--- config.mk ---
export PLATFORM = sky130hd
export DESIGN_NAME = pipe_stage_reg
export DESIGN_NICKNAME = d
export VERILOG_FILES = /design/src/rtl/pipe_stage_reg.sv
export SDC_FILE = /design/constraint.sdc
export NUM_CORES = 1
export LEC_CHECK = 0
export ABC_AREA = 1
export ABC_CLOCK_PERIOD_IN_PS = 4000
export CAP_MARGIN = 15
export CORE_ASPECT_RATIO = 0.9
export CORE_UTILIZATION = 55
export CTS_CLUSTER_SIZE = 12
export DETAILED_ROUTE_END_ITERATION = 7
export PLACE_DENSITY = 0.86
export SYNTH_ARGS = -nofsm -noshare
export SYNTH_HDL_FRONTEND = slang
export SYNTH_SLANG_ARGS = --single-unit
export TNS_END_PERCENT = 1
--- constraint.sdc ---
create_clock -name clk -period 4 [get_ports clk]
set_input_delay 0.6 -clock clk [delete_from_list [all_inputs] [get_ports clk]]
set_output_delay 0.6 -clock clk [all_outputs]
set_load 0.02 [all_outputs]
--- src/rtl/pipe_stage_reg.sv ---
// Pipeline stage register with valid/ready handshake, optional two-entry skid,
// bubble-masked control field, synchronous flush and saturating statistics.
module pipe_stage_reg #(
    parameter int CTRL_W = 8,
    parameter int DATA_W = 79,
    parameter int SKID   = 1,
    parameter int CNT_W  = 16
) (
    input  logic              clk,
    input  logic              reset_n,
    input  logic              flush,
    input  logic              clr_stats,
    input  logic              in_valid,
    output logic              in_ready,
    input  logic [CTRL_W-1:0] in_ctrl,
    input  logic [DATA_W-1:0] in_data,
    output logic              out_valid,
    input  logic              out_ready,
    output logic [CTRL_W-1:0] out_ctrl,
    output logic [DATA_W-1:0] out_data,
    output logic [1:0]        occupancy,
    output logic [CNT_W-1:0]  stall_cnt,
    output logic [CNT_W-1:0]  bubble_cnt
);

    logic              main_vld_q, main_vld_d;
    logic [CTRL_W-1:0] main_ctrl_q, main_ctrl_d;
    logic [DATA_W-1:0] main_data_q, main_data_d;
    logic              skid_vld_q, skid_vld_d;
    logic [CTRL_W-1:0] skid_ctrl_q, skid_ctrl_d;
    logic [DATA_W-1:0] skid_data_q, skid_data_d;
    logic [CNT_W-1:0]  stall_q, stall_d;
    logic [CNT_W-1:0]  bubble_q, bubble_d;
    logic              cnt_en_q, cnt_en_d;
    logic              push, pop;

    assign push = in_valid & in_ready;
    assign pop  = main_vld_q & out_ready;

    generate
        if (SKID != 0) begin : g_rdy_skid
            // Registered ready: only the skid occupancy and the flush kill matter.
            assign in_ready = ~skid_vld_q & ~flush;
        end else begin : g_rdy_comb
            assign in_ready = (~main_vld_q | out_ready) & ~flush;
        end
    endgenerate

    always_comb begin
        main_vld_d  = main_vld_q;
        main_ctrl_d = main_ctrl_q;
        main_data_d = main_data_q;
        skid_vld_d  = skid_vld_q;
        skid_ctrl_d = skid_ctrl_q;
        skid_data_d = skid_data_q;
        if (flush) begin
            main_vld_d  = 1'b0;
            main_ctrl_d = '0;
            skid_vld_d  = 1'b0;
            skid_ctrl_d = '0;
        end else if (!main_vld_q || pop) begin
            if (skid_vld_q) begin
                main_vld_d  = 1'b1;
                main_ctrl_d = skid_ctrl_q;
                main_data_d = skid_data_q;
                skid_vld_d  = push;
                if (push) begin
                    skid_ctrl_d = in_ctrl;
                    skid_data_d = in_data;
                end
            end else begin
                main_vld_d = push;
                if (push) begin
                    main_ctrl_d = in_ctrl;
                    main_data_d = in_data;
                end
            end
        end else if (push) begin
            skid_vld_d  = 1'b1;
            skid_ctrl_d = in_ctrl;
            skid_data_d = in_data;
        end
    end

    always_ff @(posedge clk or negedge reset_n) begin
        if (!reset_n) begin
            main_vld_q  <= 1'b0;
            main_ctrl_q <= '0;
            main_data_q <= '0;
        end else begin
            main_vld_q  <= main_vld_d;
            main_ctrl_q <= main_ctrl_d;
            main_data_q <= main_data_d;
        end
    end

    generate
        if (SKID != 0) begin : g_skid
            always_ff @(posedge clk or negedge reset_n) begin
                if (!reset_n) begin
                    skid_vld_q  <= 1'b0;
                    skid_ctrl_q <= '0;
                    skid_data_q <= '0;
                end else begin
                    skid_vld_q  <= skid_vld_d;
                    skid_ctrl_q <= skid_ctrl_d;
                    skid_data_q <= skid_data_d;
                end
            end
        end else begin : g_no_skid
            assign skid_vld_q  = 1'b0;
            assign skid_ctrl_q = '0;
            assign skid_data_q = '0;
        end
    endgenerate

    // Counters start one clock after reset release.
    always_comb begin
        cnt_en_d = 1'b1;
        stall_d  = stall_q;
        bubble_d = bubble_q;
        if (clr_stats) begin
            stall_d  = '0;
            bubble_d = '0;
        end else if (cnt_en_q) begin
            if (main_vld_q && !out_ready && stall_q != '1)
                stall_d = stall_q + CNT_W'(1);
            if (!main_vld_q && bubble_q != '1)
                bubble_d = bubble_q + CNT_W'(1);
        end
    end

    always_ff @(posedge clk or negedge reset_n) begin
        if (!reset_n) begin
            cnt_en_q <= 1'b0;
            stall_q  <= '0;
            bubble_q <= '0;
        end else begin
            cnt_en_q <= cnt_en_d;
            stall_q  <= stall_d;
            bubble_q <= bubble_d;
        end
    end

    assign out_valid  = main_vld_q;
    assign out_ctrl   = main_ctrl_q & {CTRL_W{main_vld_q}};
    assign out_data   = main_data_q;
    assign occupancy  = {1'b0, main_vld_q} + {1'b0, skid_vld_q};
    assign stall_cnt  = stall_q;
    assign bubble_cnt = bubble_q;

endmodule

==> summary.txt, run 1 <==
STA
  – # setup viols final: 0
  – Fmax: ~0.35 GHz
  – Min Clock Period, post-route: 2.85 ns
  – RSZ-0062 raised after global routing: no
  – Slew headroom: between 30% and 40%
  – Final Skew: 0.0224 ns
  – Worst hold margin: 0.169 ns
  – Worst-Margin Slew: 0.964 ns
  – Final setup TNS: 0 ns
  – Fin. Hold Viols: 0
  – Final Max Tran Viols: 0
  – Period utilization: 71.1%

Drt
  – Vias: around 8700
  – TritonRoute pass-1 iters: 6
  – DRT iter0 DRCs: 624
  – DRC viols: 0
  – WL/cell: 14.4 um
  – Drt via density: 5.20
  – Routed Antenna Nets: 0
  – Final wirelength: 24200 um

Clock network
  – Num CTS Buffers: 22
  – CTS tree: yes
  – Clock Sinks: 209
  – CTS H-tree lvls: 1
  – Post-CTS setup buffer count: 0
  – Clk buf depth: 3
  – Clock-pin slew on the worst setup and hold paths: ~0.060 ns
  – Clock Tree Root: clkbuf_16
  – CTS resizes: 0
  – Hold_buf cts: 0
  – Clk_lat worst skew: 0.51 ns

Cells and area
  – Layout area overhead: 30.0%
  – Cell Count, Final, Fillers Out: 1682
  – ANT cells: 0
  – Share of layout cells above drive strength 1: 4.49%
  – Nets: around 1500
  – Final instance area: 12700 um^2
  – # fillers: 1316

Placement
  – I/O Buffers: between 200 and 250
  – Dpl cell area: 12000 um^2
  – Gpl congestion: 0.951
  – Post-DP HPWL: 15500 um
  – Dpl cells: 1647

Floorplanning
  – Die area: about 18000 um^2
  – Chip width: 143 um
  – Cell Rows: 45
  – Die height: 128 um
  – CORE AREA: about 17000 um^2
  – Initial Util: a little under three fifths
  – Ports: 216

Yosys
  – Post-synth top area cell: dfrtp_1
  – Post-synth EDFFs: 0
  – Synth top cells by count: nand2_1, dfrtp_1, o21ai_0, inv_1, nor2_1
  – Ys Warns: 0
  – Mapped Nets: about 1300
  – Top_reg_cell synth: dfrtp_1
  – Post-Syn Area per Cell: a little under 8 um^2
  – Flop and latch count out of synthesis: 209
  – Register area share after synthesis: 53.5%
  – Syn Inst Count: 1252
  – Synthesized area: roughly 10000 um^2
  – Largest cells by area after synthesis: dfrtp_1, nand2_1, o21ai_0, inv_1, nand4_1
  – Unique masters post-synth: 27
  – Top cell type's share of synthesized area: about 53%
  – Most common cell in the netlist: nand2_1
  – Asr flop ratio synth: 100%

Global routing
  – Initial antenna violation count: 1
  – First-pass GRT wire length: 40100 um
  – Largest net degree at the start of global routing: 111
  – Number of global-route vias before repair: 8285
  – GRT overflow: 0
  – Total GRT Usage: 27.3%

Setup path
  – Maximum fanout along the worst path: between 60 and 70
  – Crit path launch type: flip-flop
  – Critical Path Max Stage Delay: 0.84 ns
  – CP Data Arrival Time: 2.25 ns
  – Slowest-stage cell, CP: dfrtp_4
  – Cell Chain, Critical Path: ha_1, clkdlybuf4s50_1
  – Kind of critical path: reg2out
  – CP Data Required Time: 3.40 ns
  – Crit. End Element: primary output

Hold path
  – Min-delay worst type: in2async

Status
  – Status: finished clean

Pwr
  – Tot Pwr: a little under 0.006 W
  – Leakage: around 6.2 nW
  – PwrDens: ~460 nW/um^2
  – VDD IR-drop max: approximately 320 uV

Run
  – MaxCap Viol Count: 0
==> layout by cell type, fill, tap and decap left out <==
cell type and count:
a21oi_1 14, a31oi_1 1, buf_12 3, buf_4 4, clkbuf_1 5, clkbuf_16 23
clkbuf_8 8, clkdlybuf4s50_1 214, conb_1 1, dfrtp_1 208, dfrtp_4 1, ha_1 3
inv_1 115, inv_2 4, nand2_1 531, nand2_2 5, nand3_1 27, nand3_2 2
nand3_4 1, nand3b_1 1, nand4_1 31, nor2_1 48, nor2_4 8, nor2_8 2
o21ai_0 168, o21ai_1 3, o21bai_1 6, or2_2 4, xor2_1 6
==> final cells by class <==
class                      instances  area [um^2]  share of cell area (%)
tap                              235          294                    2.31
sequential                       209         5230                    41.2
timing repair buffer             222         2250                    17.7
inverter                         119          447                    3.51
multi-input combinational        862         3800                    29.9
clock buffer                      35          691                    5.43
==> per-stage QoR <==
step                worst slack [ns]  util [%]
floorplan                       2.34         -
global route                    1.08      74.3
CTS                             1.17      74.3
finish                          1.15      74.3
global placement                1.19      70.3
detailed placement              1.15      70.3
==> power by group <==
| group | leakage (nW) | switching (W) | internal [W] |
|---|---|---|---|
| Combinational | 3.18 | 0.000601 | 0.000504 |
| Sequential | 2.67 | 0.000222 | 0.00247 |
| Clock | 0.340 | 0.000817 | 0.00117 |
| Total | 6.19 | 0.00164 | 0.00415 |
==> critical path: cells and delay by family, from the launching register on <==
kind | cells | cell delay (ns)
adders and majority gates | 1 | 0.35
buffers and inverters | 1 | 0.53
DFF | 1 | 0.84
==> flip-flops by register name, summed over array words and instances, names as in the netlist <==
register	count
out_data	79
skid_data_q	79
bubble_cnt	16
stall_cnt	16
main_ctrl_q	8
skid_ctrl_q	8
cnt_en_q	1
out_valid	1
skid_vld_q	1
==> final timing paths <==
path / startpoint / end / slack, ns / depth (start not counted)
min reg2reg: out_data[21] / out_data[21] / 0.48 / 2
min: reset_n / bubble_cnt[6] / 0.17 / 1
min in group clk: out_data[21] / out_data[21] / 0.48 / 2
max in group asynchronous: reset_n / out_data[36] / 2.92 / 2
max reg2reg: skid_vld_q / skid_ctrl_q[5] / 1.47 / 5
max: skid_vld_q / occupancy[0] / 1.15 / 2
==> per-layer routing <==
metal / wire (um) / GRT usage (%) / vias to the layer above
met2: 11100 / 43.6 / 353
met5: 10 / 0 / -
met1: 10600 / 37.9 / 4081
met4: 621 / 8.54 / 2
met3: 1900 / 5.55 / 46
li1: - / - / 4267
==> cells by family after synthesis <==
family / synth area share, %
xor+xnor: 0.537
compound gates: 9.99
flops: 53.5
fa+ha+maj: 0.384
simple gates: 28.0
other cells: 0.0384
buf+inv: 7.60
(Power assumes the default switching activity.)
==> run 2, diff against run 1 <==
--- a/config.mk
+++ b/config.mk
@@ -6,13 +6,13 @@
 export NUM_CORES = 1
 export LEC_CHECK = 0
 export ABC_AREA = 1
-export ABC_CLOCK_PERIOD_IN_PS = 4000
+export ABC_CLOCK_PERIOD_IN_PS = 2600
 export CAP_MARGIN = 15
 export CORE_ASPECT_RATIO = 0.9
-export CORE_UTILIZATION = 55
+export CORE_UTILIZATION = 46
 export CTS_CLUSTER_SIZE = 12
 export DETAILED_ROUTE_END_ITERATION = 7
-export PLACE_DENSITY = 0.86
+export PLACE_DENSITY = 0.77
 export SYNTH_ARGS = -nofsm -noshare
 export SYNTH_HDL_FRONTEND = slang
 export SYNTH_SLANG_ARGS = --single-unit
==> constraint.sdc (replaced) <==
create_clock -name clk -period 2.6 [get_ports clk]
set_input_delay 0.39 -clock clk [delete_from_list [all_inputs] [get_ports clk]]
set_output_delay 0.39 -clock clk [all_outputs]
set_load 0.02 [all_outputs]
==> run 2 against run 1 <==
Wire length grew 2.1%. Non-clock buffer count up 10. Via count shrank 0.69%. Critical path type unchanged. Die area increased by 19%. Global-route usage decreased by 4.0 points. Sequential share of layout area shrank 0.83 points. Sequential power rose by 53%. Largest power group unchanged. First-iteration DRC count shrank 15%.
==> summary.txt, run 2 (synthesis gave the netlist of run 1 again) <==
Status
  – Status: finished clean (unchanged)

Setup path
  – Crit path max-delay family: buffers and inverters (was flip-flops)
  – Critical Path Max Stage Delay: 0.65 ns (was 0.84 ns)
  – CP Data Arrival Time: 2.04 ns (was 2.25 ns)
  – Kind of critical path: reg2out (unchanged)
  – Maximum fanout along the worst path: 11 (was 64)
  – Crit. End Element: primary output (unchanged)
  – Slowest-stage cell, CP: clkdlybuf4s50_1 (was dfrtp_4)
  – Crit. path cell count: 2 (unchanged)
  – CP Data Required Time: 2.21 ns (was 3.40 ns)
  – FF-to-FF path depth: 6 (was 5)
  – Worst path buffer plus inverter count: 1 (unchanged)
  – Cell Chain, Critical Path: ha_1, clkdlybuf4s50_1 (unchanged)
  – Crit path launch type: flip-flop (unchanged)

Clock network
  – Clock Sinks: 209 (unchanged)
  – Clock-pin slew on the worst setup and hold paths: 0.05 ns (was 0.06 ns)
  – CTS resizes: 0 (unchanged)
  – Clk_lat worst skew: 0.51 ns (about the same)
  – CTS tree: yes (unchanged)
  – Clk buf depth: 3 (unchanged)
  – Clock Tree Root: clkbuf_16 (unchanged)
  – CTS H-tree lvls: 1 (unchanged)
  – Num CTS Buffers: 24 (was 22)

STA
  – Final setup TNS: 0 ns (unchanged)
  – Final Max Tran Viols: 0 (unchanged)
  – Min Clock Period, post-route: 2.43 ns
  – Final setup margin: 0.173 ns (was 1.15 ns)
  – Slew headroom: 48.4% (was 35.3%)
  – Final Skew: 0.0144 ns (was 0.0224 ns)
  – Period utilization: 93.4%
  – RSZ-0062 raised after global routing: no (unchanged)
  – Fmax: 0.412 GHz
  – # setup viols final: 0 (unchanged)
  – Fin. Hold Viols: 0 (unchanged)
  – Worst-Margin Slew: 0.773 ns (was 0.964 ns)

Drt
  – Final wirelength: 24800 um (was 24200 um)
  – TritonRoute pass-1 iters: 5 (was 6)
  – Routed Antenna Nets: 0 (unchanged)
  – Drt via density: 4.96 (was 5.20)
  – Vias: 8689 (was 8749)
  – DRT iter0 DRCs: 530 (was 624)
  – WL/cell: 14.1 um (was 14.4 um)
  – DRC viols: 0 (unchanged)

Pwr
  – Switching Share: 28.6% (was 28.4%)
  – Clock share of power: 35.4% (was 34.3%)
  – Sequential power share: 45.6% (was 46.6%)
  – Switching pwr: 0.00260 W (was 0.00164 W)
  – VDD IR-drop max: 401 uV (was 321 uV)
  – Leakage: 6.30 nW (was 6.19 nW)
  – Tot Pwr: 0.00907 W (was 0.00579 W)
  – Comb pwr share: 19.0% (was 19.1%)
  – Int Pwr: 0.00647 W (was 0.00415 W)
  – PwrDens: 699 nW/um^2 (was 455 nW/um^2)

Cells and area
  – # fillers: 1807 (was 1316)
  – ANT cells: 0 (unchanged)
  – Most common cell after layout, fill and taps aside: nand2_1 (unchanged)
  – Nets: 1544 (was 1532)
  – Share of layout cells above drive strength 1: 5.66% (was 4.49%)
  – Multi-input gate area: 3800 um^2 (unchanged)
  – Layout area overhead: 32.7% (was 30.0%)
  – Commonest cells after routing, fill and taps aside: nand2_1, clkdlybuf4s50_1, dfrtp_1, o21ai_0, inv_1 (unchanged)
  – Register area: 5230 um^2 (unchanged)
  – Cell Count, Final, Fillers Out: 1752 (was 1682)

Floorplanning
  – CORE AREA: 20800 um^2 (was 17100 um^2)
  – Die height: 140 um (was 128 um)
  – Die area: 21800 um^2 (was 18300 um^2)
  – Initial Util: 46.9% (was 57.1%)
  – Cell Rows: 50 (was 45)
  – Chip width: 156 um (was 143 um)
  – Ports: 216 (unchanged)

Global routing
  – Number of global-route vias before repair: 8263 (was 8285)
  – First-pass GRT wire length: 41100 um (was 40100 um)
  – Largest net degree at the start of global routing: 89 (was 111)
  – GRT overflow: 0 (unchanged)
  – Total GRT Usage: 23.3% (was 27.3%)
  – Initial antenna violation count: 0 (was 1)

Hold path
  – Hold path cells: 3
  – Min-delay worst type: in2reg (was in2async)

Placement
  – DP Worst Slack: 0.394 ns (was 1.15 ns)
  – Gpl congestion: 0.918 (was 0.951)
  – Post-DP HPWL: 16100 um (was 15500 um)
  – I/O Buffers: 215 (unchanged)
  – Dpl cells: 1707 (was 1647)

Run
  – MaxCap Viol Count: 0 (unchanged)
-- run 2: through the flow --
stage | hold WS [ns] | utilization (%) | instance area (um^2)
floorplan | 0.0944 | - | 9780
global placement | 0.462 | 58.6 | 12200
detailed placement | 0.451 | 58.6 | 12200
CTS | 0.425 | 62.3 | 13000
global route | 0.454 | 62.3 | 13000
finish | 0.444 | 62.3 | 13000
-- run 2: layer usage --
layer  vias to the layer above  global-route usage (%)  share of wire (%)
met5                         -                       0                  0
met2                       281                    38.0                 48
met1                      4069                    31.6                 43
met3                        29                    5.88                7.6
li1                       4310                       -                  -
met4                         0                    4.70                1.5
-- run 2: what timing repair did --
item / in CTS / in global routing
hold buffers: 1 / 0
setup buffers: 0 / 0
endpoints found under the hold margin: 67 / 0
-- run 2: layout make-up --
| type | count | share of cell area [%] |
|---|---|---|
| clock buffer | 35 | 5.41 |
| clock inverter | 9 | 0.453 |
| inverter | 119 | 3.44 |
| multi-input combinational | 862 | 29.3 |
| sequential | 209 | 40.3 |
| tap | 286 | 2.76 |
| timing repair buffer | 232 | 18.3 |
-- run 2: worst paths after layout --
path | from | to | slack, ns
setup / recovery | out_valid | occupancy[0] | 0.17
hold / removal | in_data[77] | skid_data_q[77] | 0.44
setup reg to reg | out_valid | skid_ctrl_q[4] | 0.64
hold reg to reg | out_data[23] | out_data[23] | 0.48
max in group asynchronous | reset_n | skid_data_q[74] | 1.43
min in group asynchronous | reset_n | bubble_cnt[11] | 0.48
-- run 2: worst reg2reg max path: stages, from the launching register on --
cell and delay (ns):
dfrtp_1 0.59, inv_2 0.11, nor2_4 0.19, nand3_4 0.34, nand2_1 0.44, nand3_1 0.11
o21ai_0 0.11
-- run 2: power by group through the flow --
stage          Sequential [W]  Clock (W)  Combinational (W)
2_1_floorplan         0.00436          0           0.000638
3_3_place_gp          0.00416          0            0.00168
3_5_place_dp          0.00417          0            0.00173
4_1_cts               0.00413    0.00328            0.00174
5_1_grt               0.00420    0.00342            0.00191
6_report              0.00414    0.00321            0.00172
